==> config.mk <==
export PLATFORM = sky130hd
export DESIGN_NAME = wb_hazard_ctrl
export DESIGN_NICKNAME = d
export VERILOG_FILES = /design/src/rtl/wb_hazard_ctrl.sv
export SDC_FILE = /design/constraint.sdc
export NUM_CORES = 1
export LEC_CHECK = 0
export CORE_MARGIN = 2
export CORE_UTILIZATION = 40
export DETAILED_ROUTE_END_ITERATION = 10
export GPL_ROUTABILITY_DRIVEN = 0
export PLACE_DENSITY = 0.65
export SYNTH_ARGS = -nofsm -noshare
export SYNTH_HDL_FRONTEND = slang
export SYNTH_SLANG_ARGS = --single-unit
==> constraint.sdc <==
create_clock -name clk -period 2.65 [get_ports clk]
set_input_delay 0.6625 -clock clk [delete_from_list [all_inputs] [get_ports clk]]
set_output_delay 0.6625 -clock clk [all_outputs]
set_load 0.02 [all_outputs]
==> src/rtl/wb_hazard_ctrl.sv <==
// Stall/flush controller for a 16-bit MIPS pipeline with a per-register in-flight write scoreboard.
// Latency: all hold/bubble/flush outputs are combinational from ID inputs and registered state; state updates at the next edge.
// Backpressure: a RAW hazard freezes PC and IF/ID and bubbles ID/EX; a taken branch flushes IF/ID and ID/EX and overrides the stall.
//
// Ports: clk/reset (sync, active-high); ID-stage instruction fields (id_*);
//   write-back commit (wb_valid/wb_rd); branch resolution (br_taken);
//   pipeline controls (pc_hold, ifid_hold, idex_bubble, ifid_flush);
//   status (ctrl_state, stall_cnt, sb_err).
module wb_hazard_ctrl #(
   parameter int AW        = 3,
   parameter int CW        = 2,
   parameter int FLUSH_CYC = 1
) (
   input  logic          clk,
   input  logic          reset,
   input  logic          id_valid,
   input  logic [AW-1:0] id_rs,
   input  logic          id_rs_used,
   input  logic [AW-1:0] id_rt,
   input  logic          id_rt_used,
   input  logic          id_wr_en,
   input  logic [AW-1:0] id_rd,
   input  logic          wb_valid,
   input  logic [AW-1:0] wb_rd,
   input  logic          br_taken,
   output logic          pc_hold,
   output logic          ifid_hold,
   output logic          idex_bubble,
   output logic          ifid_flush,
   output logic [1:0]    ctrl_state,
   output logic [15:0]   stall_cnt,
   output logic          sb_err
);

   localparam int NREG  = 2**AW;
   localparam int FW    = (FLUSH_CYC > 2) ? $clog2(FLUSH_CYC) : 1;
   localparam int FLOAD = (FLUSH_CYC > 1) ? (FLUSH_CYC - 2) : 0;
   localparam logic [CW-1:0] PMAX = '1;

   typedef enum logic [1:0] {
      ST_RUN   = 2'b00,
      ST_STALL = 2'b01,
      ST_FLUSH = 2'b10
   } state_t;

   state_t                     state_q, state_d;
   logic [FW-1:0]              fcnt_q, fcnt_d;
   logic [NREG-1:0][CW-1:0]    pend_q, pend_d;
   logic                       err_q, err_d;
   logic [15:0]                stall_cnt_q, stall_cnt_d;

   logic haz_rs, haz_rt, haz, flush_now, issue, inc, dec;

   // Hazard looks only at registered counts: a commit in this cycle does not
   // release a reader until the next cycle.
   assign haz_rs    = id_rs_used && (id_rs != '0) && (pend_q[id_rs] != '0);
   assign haz_rt    = id_rt_used && (id_rt != '0) && (pend_q[id_rt] != '0);
   assign haz       = id_valid && (haz_rs || haz_rt);
   assign flush_now = br_taken || (state_q == ST_FLUSH);

   assign ifid_flush  = flush_now;
   assign idex_bubble = flush_now || haz;
   assign pc_hold     = haz && !flush_now;
   assign ifid_hold   = haz && !flush_now;

   assign issue = id_valid && !haz && !flush_now;
   assign inc   = issue && id_wr_en && (id_rd != '0);
   assign dec   = wb_valid && (wb_rd != '0);

   assign ctrl_state = state_q;
   assign stall_cnt  = stall_cnt_q;
   assign sb_err     = err_q;

   // Control FSM: branch wins from any state; FLUSH counts down, RUN/STALL
   // simply track the current hazard.
   always_comb begin
      state_d = state_q;
      fcnt_d  = fcnt_q;
      if (br_taken) begin
         if (FLUSH_CYC > 1) begin
            state_d = ST_FLUSH;
            fcnt_d  = FW'(FLOAD);
         end else begin
            state_d = ST_RUN;
            fcnt_d  = '0;
         end
      end else if (state_q == ST_FLUSH) begin
         if (fcnt_q != '0) begin
            fcnt_d = fcnt_q - 1'b1;
         end else begin
            state_d = ST_RUN;
         end
      end else begin
         state_d = haz ? ST_STALL : ST_RUN;
      end
   end

   // Scoreboard: r0 is never touched. A simultaneous inc and dec on one
   // register cancel out and cannot raise an error.
   always_comb begin
      pend_d = pend_q;
      err_d  = err_q;
      for (int i = 1; i < NREG; i++) begin
         if (inc && (id_rd == AW'(i)) && !(dec && (wb_rd == AW'(i)))) begin
            if (pend_q[i] == PMAX) begin
               err_d = 1'b1;
            end else begin
               pend_d[i] = pend_q[i] + 1'b1;
            end
         end else if (dec && (wb_rd == AW'(i)) && !(inc && (id_rd == AW'(i)))) begin
            if (pend_q[i] == '0) begin
               err_d = 1'b1;
            end else begin
               pend_d[i] = pend_q[i] - 1'b1;
            end
         end
      end
   end

   always_comb begin
      stall_cnt_d = stall_cnt_q;
      if (pc_hold && (stall_cnt_q != 16'hFFFF)) begin
         stall_cnt_d = stall_cnt_q + 16'd1;
      end
   end

   always_ff @(posedge clk) begin
      if (reset) begin
         state_q     <= ST_RUN;
         fcnt_q      <= '0;
         pend_q      <= '0;
         err_q       <= 1'b0;
         stall_cnt_q <= '0;
      end else begin
         state_q     <= state_d;
         fcnt_q      <= fcnt_d;
         pend_q      <= pend_d;
         err_q       <= err_d;
         stall_cnt_q <= stall_cnt_d;
      end
   end

endmodule
==> summary.txt, run 1 <==
Outcome
  • Status: finished clean

Global route
  • GRT Util Overall: 0.189
  • Vias in the first global route: 2082
  • First-pass GRT wire length: 9470 µm
  • Largest net degree at the start of global routing: 41
  • Initial antenna violation count: 0
  • Grt total ovfl: 0

Die
  • Die width: 79.0 µm
  • Number of cell rows: 27
  • Total core area: 5470 µm²
  • # IOs: 43
  • Initial Utilization: 0.412
  • Die H: 79.0 µm
  • Full die area: 6250 µm²

Timing
  • Final Skew: 0.0110 ns
  • Fmax: 383 MHz
  • Period minus WS final: 2.61 ns
  • Min setup slack post-route: 0.0389 ns
  • Hold Fails Final Rpt: 0
  • Setup repair after global routing missed its margin: yes
  • Pins Over Slew Limit: 0
  • Final worst path period share: 0.985
  • Final Setup Violations: 0
  • Final setup TNS: 0 ns

Layout
  • # fillers: 526
  • Share of cells above drive strength 1: 0.246
  • Antenna Cells: 0
  • Nets: 392
  • Reg area: 641 µm²
  • Final non-filler cell total: 430
  • Final Cell Area: 3160 µm²
  • P&R area growth vs syn: 40.2%
  • Multi-input gate area: 1640 µm²

Power
  • VDD IR max: 0.193 mV
  • P per Cell Area: 347 nW/µm²
  • Sw frac: 0.240
  • Overall power: 1.10 mW
  • NetSw: 263 µW
  • Clock power share: 0.422
  • Logic gate share of total power: 0.135
  • Internal power: 834 µW
  • Share of power burned in registers: 0.443
  • Leakage power: 1.21 nW

Critical path
  • Critical Path Source Type: input port
  • Req. time, crit path: 1.99 ns
  • Setup crit end kind: primary output
  • CP Cell Sequence: buf_2, mux4_2, nand2_2, a32oi_4, buf_4, o21bai_1, buf_4
  • Data arrival time of the worst path: 1.95 ns
  • CP dominant cell by count: buf_4
  • Crit Path Category: input port to primary output
  • Slowest CP cell: mux4_2
  • CP max FO: 4
  • Crit path largest cell delay: 0.51 ns

Job
  • Max_cap viols: 0

Logic synthesis
  • Post-Synthesis Cells: 287
  • Largest area contributor in the netlist: dfxtp_1
  • Synth top area share: 0.284
  • Register area share after synthesis: 0.284
  • Syn Area/Cell: 7.85 µm²
  • Net Count, Synth: 322
  • Area contributors post-synth: dfxtp_1 (28%), ha_1 (8.3%), nor2b_1 (5.8%)
  • Post-synth EDFFs: 0
  • #FFs+latches synth: 32
  • Post-synthesis async set-or-reset flop share: 0
  • Number of synthesis warnings: 0
  • Top FF cell, synth: dfxtp_1
  • Cell Area, Synth: 2250 µm²
  • Netlist cell types: 49

Detailed routing
  • Detailed Route Iter0 Violations: 70
  • Wirelength, routed: 5640 µm
  • DR pass1 iterations: 4
  • Post-DRT Antenna Nets: 0
  • DR vias: 2264
  • Met3 WL post-DR: 211 µm
  • Metal-1 WL: 2490 µm
  • DR top layer: met4
  • Post-DR wirelength/cell: 13.1 µm
  • Post-DR vias/cell: 5.27
  • Met2 WL: 2870 µm
  • Remaining DRCs: 0

Clock network
  • CTS tree: done
  • H-tree depth: 2
  • Clk root buf: clkbuf_8
  • Worst-path clk slew: 0.07 ns
  • Total CTS buffers: 5
  • Clock sinks: 32
  • Clock latency on the worst-skew pair: 0.29 ns
  • Maximum clock path buffer count: 2
  • Post-CTS Hold Fix Bufs: 0

Placement
  • Placed cell areas: 2980 µm²
  • DP HPWL: 4060 µm
  • Pre-CTS setup slack: -0.842 ns
  • Placed Instances: 419
  • Number of port buffers: 41

Hold path
  • Worst Hold Class: flop to flop
## final timing paths
path | slack (ns) | cells past startpoint | end | start
min | 0.52 | 2 | stall_cnt[15]$_SDFFE_PP0P_ | stall_cnt[15]$_SDFFE_PP0P_
max reg2reg | 0.13 | 12 | sb_err$_SDFF_PP0_ | pend_q[10]$_SDFFE_PP0P_
min reg2reg | 0.52 | 2 | stall_cnt[15]$_SDFFE_PP0P_ | stall_cnt[15]$_SDFFE_PP0P_
max | 0.04 | 7 | idex_bubble | id_rt[1]
## logic make-up after synthesis
group           count (synthesis)  synth area share
compound gates                 63             0.167
fa+ha+maj                      15            0.0833
buf+inv                        23            0.0511
flops                          32             0.284
mux                            10            0.0617
other cells                     1           0.00167
simple gates                  143             0.351
## registers in the layout, summed over array words and instances, names as in the netlist
signal	flops
ctrl_state	1
pend_q	14
sb_err	1
stall_cnt	16
## power by group through the flow
stage | Clock (mW) | Combinational (mW) | Sequential (mW)
6_report | 0.463 | 0.148 | 0.486
5_1_grt | 0.499 | 0.161 | 0.486
4_1_cts | 0.480 | 0.143 | 0.485
3_5_place_dp | 0 | 0.141 | 0.496
3_3_place_gp | 0 | 0.139 | 0.496
2_1_floorplan | 0 | 0.0690 | 0.499
## stage by stage
step                       util  hold WS, ns
after detailed placement  0.544        0.504
after floorplan               -        0.490
after global placement    0.544        0.493
final                     0.577        0.516
after CTS                 0.567        0.517
after global routing      0.577        0.562
## cells in the mapped netlist, types with 2 or more instances
cell      count
and4_1        4
and2_1        5
a31oi_1       3
or3_1         5
nor2_1       31
and3_1        3
nor3b_1       4
clkbuf_1      5
ha_1         15
mux2_2        8
nor2_2        2
nor3_1       13
o31ai_1       2
nand4_1       7
inv_1        10
a21o_1        5
a221oi_1      2
nor4b_1       7
buf_4         3
o21ai_0      23
nand3_1      14
buf_2         2
or4_1         2
dfxtp_1      32
nor2b_1      21
nand2_1      17
a21oi_1      19
buf_6         2
## cells in the final DEF, fill, tap and decap left out, types with 7 or more instances in the layout
master and instances:
nor3_1 12, nor2_1 30, buf_4 36, mux2_2 8
nand2_1 14, nor2b_1 21, ha_1 9, o21ai_0 20
a21oi_1 19, nand3_1 13, inv_1 10, clkdlybuf4s50_1 32
nand4_1 7, dfxtp_1 32
## repair_timing
action                                 in CTS  in global routing
resized for setup                          36                 11
pin swaps                                  10                  5
endpoints found under the hold margin       0                  0
setup endpoints to repair                  27                  7
gates cloned                                0                  0
setup buffers                               3                  0
## layer usage
layer,GRT usage,up-vias
met2,0.325,35
met3,0.0386,7
met5,0,-
met4,0.0621,0
met1,0.236,1051
li1,-,1171
## worst max-delay path, delay by kind of cell
family,cells,cell delay (ns)
and+or+nand+nor,1,0.09
AOI/OAI and AO/OA,2,0.24
buffers and inverters,3,0.43
muxes,1,0.51
## area by class of cell
class,instances,area share
inverter,10,0.0119
tap,72,0.0285
clock inverter,2,0.0111
timing repair buffer,76,0.204
multi-input combinational,232,0.519
clock buffer,6,0.0230
sequential,32,0.203
(Power assumes the default switching activity.)
==> run 2: changes to the inputs <==
Settings changed: CORE_UTILIZATION 40 to 35, GPL_TIMING_DRIVEN set to 0, PLACE_DENSITY 0.65 to 0.58.
==> run 2 against run 1 <==
- wire length grew 8.5%
- sequential share of layout area rose by 0.56 points
- total power rose by 2.9%
- highest routed layer unchanged
- final area is 3.8% higher
- the run now ends with setup timing left
- first-iteration DRC count shrank 31%
- setup slack lost 0.10 ns
- die area increased by 14%
- clock skew shrank 0.0062 ns
- register-to-register slack worse by 0.13 ns
- non-clock buffer count shrank 8
- global-route usage is 1.7 points lower
==> summary.txt, run 2 (same netlist as run 1, synthesis figures left out) <==
Outcome
  • Status: complete, but fails checks
  • Violated checks: setup timing

Critical path
  • Critical Path Source Type: input port
  • Reg2Reg Setup Slack: 0 ns
  • CP max FO: 4
  • Data arrival time of the worst path: 2.05 ns
  • Crit. Startpoint: id_rt[1]
  • Reg2reg end: sb_err$_SDFF_PP0_
  • Worst reg2reg startpoint: pend_q[12]$_SDFFE_PP0P_
  • Setup crit end kind: primary output
  • Req. time, crit path: 1.99 ns
  • Crit Path Category: input port to primary output
  • R2R depth: 13

Timing
  • Hold Fails Final Rpt: 0
  • Final Setup Violations: 3
  • Min setup slack post-route: -0.0649 ns
  • Max-slew headroom: 0.651
  • Final setup TNS: -0.115 ns
  • Fmax: 368 MHz
  • Setup repair after global routing missed its margin: yes
  • Pins Over Slew Limit: 0
  • Worst-Margin Slew: 0.524 ns
  • Period minus WS final: 2.71 ns
  • Final Skew: 0.00479 ns
  • Final worst path period share: 1.02

Die
  • Total core area: 6280 µm²
  • # IOs: 43
  • Die width: 84.2 µm
  • Number of cell rows: 29
  • Initial Utilization: 0.359
  • Die H: 84.2 µm
  • Full die area: 7090 µm²

Clock network
  • Clock latency on the worst-skew pair: 0.29 ns
  • Worst-path clk slew: 0.07 ns
  • H-tree depth: 2
  • CTS tree: done
  • Maximum clock path buffer count: 2
  • Clk root buf: clkbuf_8
  • Clock sinks: 32
  • Total CTS buffers: 5

Placement
  • Placed Instances: 405
  • Number of port buffers: 41
  • DP HPWL: 4250 µm

Global route
  • Met1 GRT Util: 0.204
  • Grt met3 use: 0.0324
  • Largest net degree at the start of global routing: 12
  • Met2 Usage GRT: 0.315
  • GRT Util Overall: 0.173
  • Vias in the first global route: 2182
  • Grt total ovfl: 0
  • Top Usage Layer GRT: met2
  • First-pass GRT wire length: 9920 µm
  • Initial antenna violation count: 0

Detailed routing
  • Wirelength, routed: 6120 µm
  • Remaining DRCs: 0
  • Post-DRT Antenna Nets: 0
  • DR vias: 2259
  • Post-DR wirelength/cell: 14.3 µm
  • Detailed Route Iter0 Violations: 48
  • Post-DR vias/cell: 5.29
  • DR pass1 iterations: 4

Layout
  • Final core utilization: 0.522
  • Share of cells above drive strength 1: 0.300
  • Antenna Cells: 0
  • Most common cell after layout, fill and taps aside: clkdlybuf4s50_1
  • P&R area growth vs syn: 45.5%
  • Most frequent cells in the layout: clkdlybuf4s50_1 (32), nor2_1 (25), o21ai_0 (20)
  • Nets: 384
  • Largest register FFs: 16
  • Final non-filler cell total: 427

Hold path
  • Hold endpoint: stall_cnt[13]$_SDFFE_PP0P_
  • Hold path startpoint: stall_cnt[13]$_SDFFE_PP0P_
  • Hold path depth: 2
  • Worst Hold Class: flop to flop

Power
  • VDD IR max: 0.179 mV
  • Internal power: 836 µW
  • Leakage power: 1.20 nW
  • P per Cell Area: 344 nW/µm²
  • Overall power: 1.13 mW
  • Logic gate share of total power: 0.150
  • Share of power burned in registers: 0.422
  • NetSw: 292 µW
  • Clock power share: 0.428
  • Sw frac: 0.259

Job
  • Max_cap viols: 0
-- run 2: changes by cell type in the layout (fill, tap and decap cells not counted), moves of 3 or more --
| cell | delta |
|---|---|
| buf_6 | +9 |
| buf_4 | -20 |
| buf_2 | -3 |
| nor2_1 | -5 |
| dfxtp_2 | +4 |
| nor2_4 | +4 |
| dfxtp_1 | -14 |
| dfxtp_4 | +10 |
-- run 2: final cells by class --
type / instances / area, µm²
Tap cell: 77 / 96.3
Timing Repair Buffer: 56 / 536
Clock inverter: 3 / 42.5
Buffer: 12 / 105
Clock buffer: 5 / 68.8
Multi-Input combinational cell: 232 / 1710
Fill cell: 618 / 3000
Inverter: 10 / 37.5
Sequential cell: 32 / 683
-- run 2: stage by stage --
stage          hold WS, ns  instance area (µm²)  worst slack (ns)
2_1_floorplan        0.490                 2310           -0.0455
3_3_place_gp         0.498                 2810             -1.30
3_5_place_dp         0.506                 2810             -1.31
4_1_cts              0.510                 3090            -0.102
5_1_grt              0.535                 3280            -0.124
6_report             0.514                 3280           -0.0649
-- run 2: how the worst max path moves through the flow --
stage	to	slack (ns)	cells past startpoint
2_1_floorplan	idex_bubble	-0.05	6
3_3_place_gp	pc_hold	-1.30	9
3_5_place_dp	pc_hold	-1.31	9
4_1_cts	sb_err$_SDFF_PP0_	-0.10	13
5_1_grt	pc_hold	-0.12	9
6_report	pc_hold	-0.06	9
-- run 2: power by group through the flow --
stage	Sequential, mW	Combinational [mW]	Clock [mW]
2_1_floorplan	0.499	0.0690	0
3_3_place_gp	0.497	0.138	0
3_5_place_dp	0.497	0.140	0
4_1_cts	0.485	0.159	0.501
5_1_grt	0.476	0.183	0.519
6_report	0.476	0.170	0.483
-- run 2: critical path, cell delays in order --
cell       delay [ns]
buf_8            0.07
mux4_2           0.49
nand2_2          0.10
a32oi_4          0.11
buf_6            0.15
clkbuf_16        0.15
nor2_4           0.11
buf_6            0.11
buf_6            0.10
-- run 2: layer usage --
layer | vias to the layer above | part of all wire
met3 | 7 | 0.037
met5 | - | 0
met4 | 0 | 0.010
li1 | 1161 | -
met1 | 1052 | 0.44
met2 | 39 | 0.51
-- run 2: repair_timing --
item	in CTS	in global routing
pin swaps	15	10
setup buffers	10	5
hold buffers	0	0
endpoints found under the setup margin	24	16
resized for setup	72	45
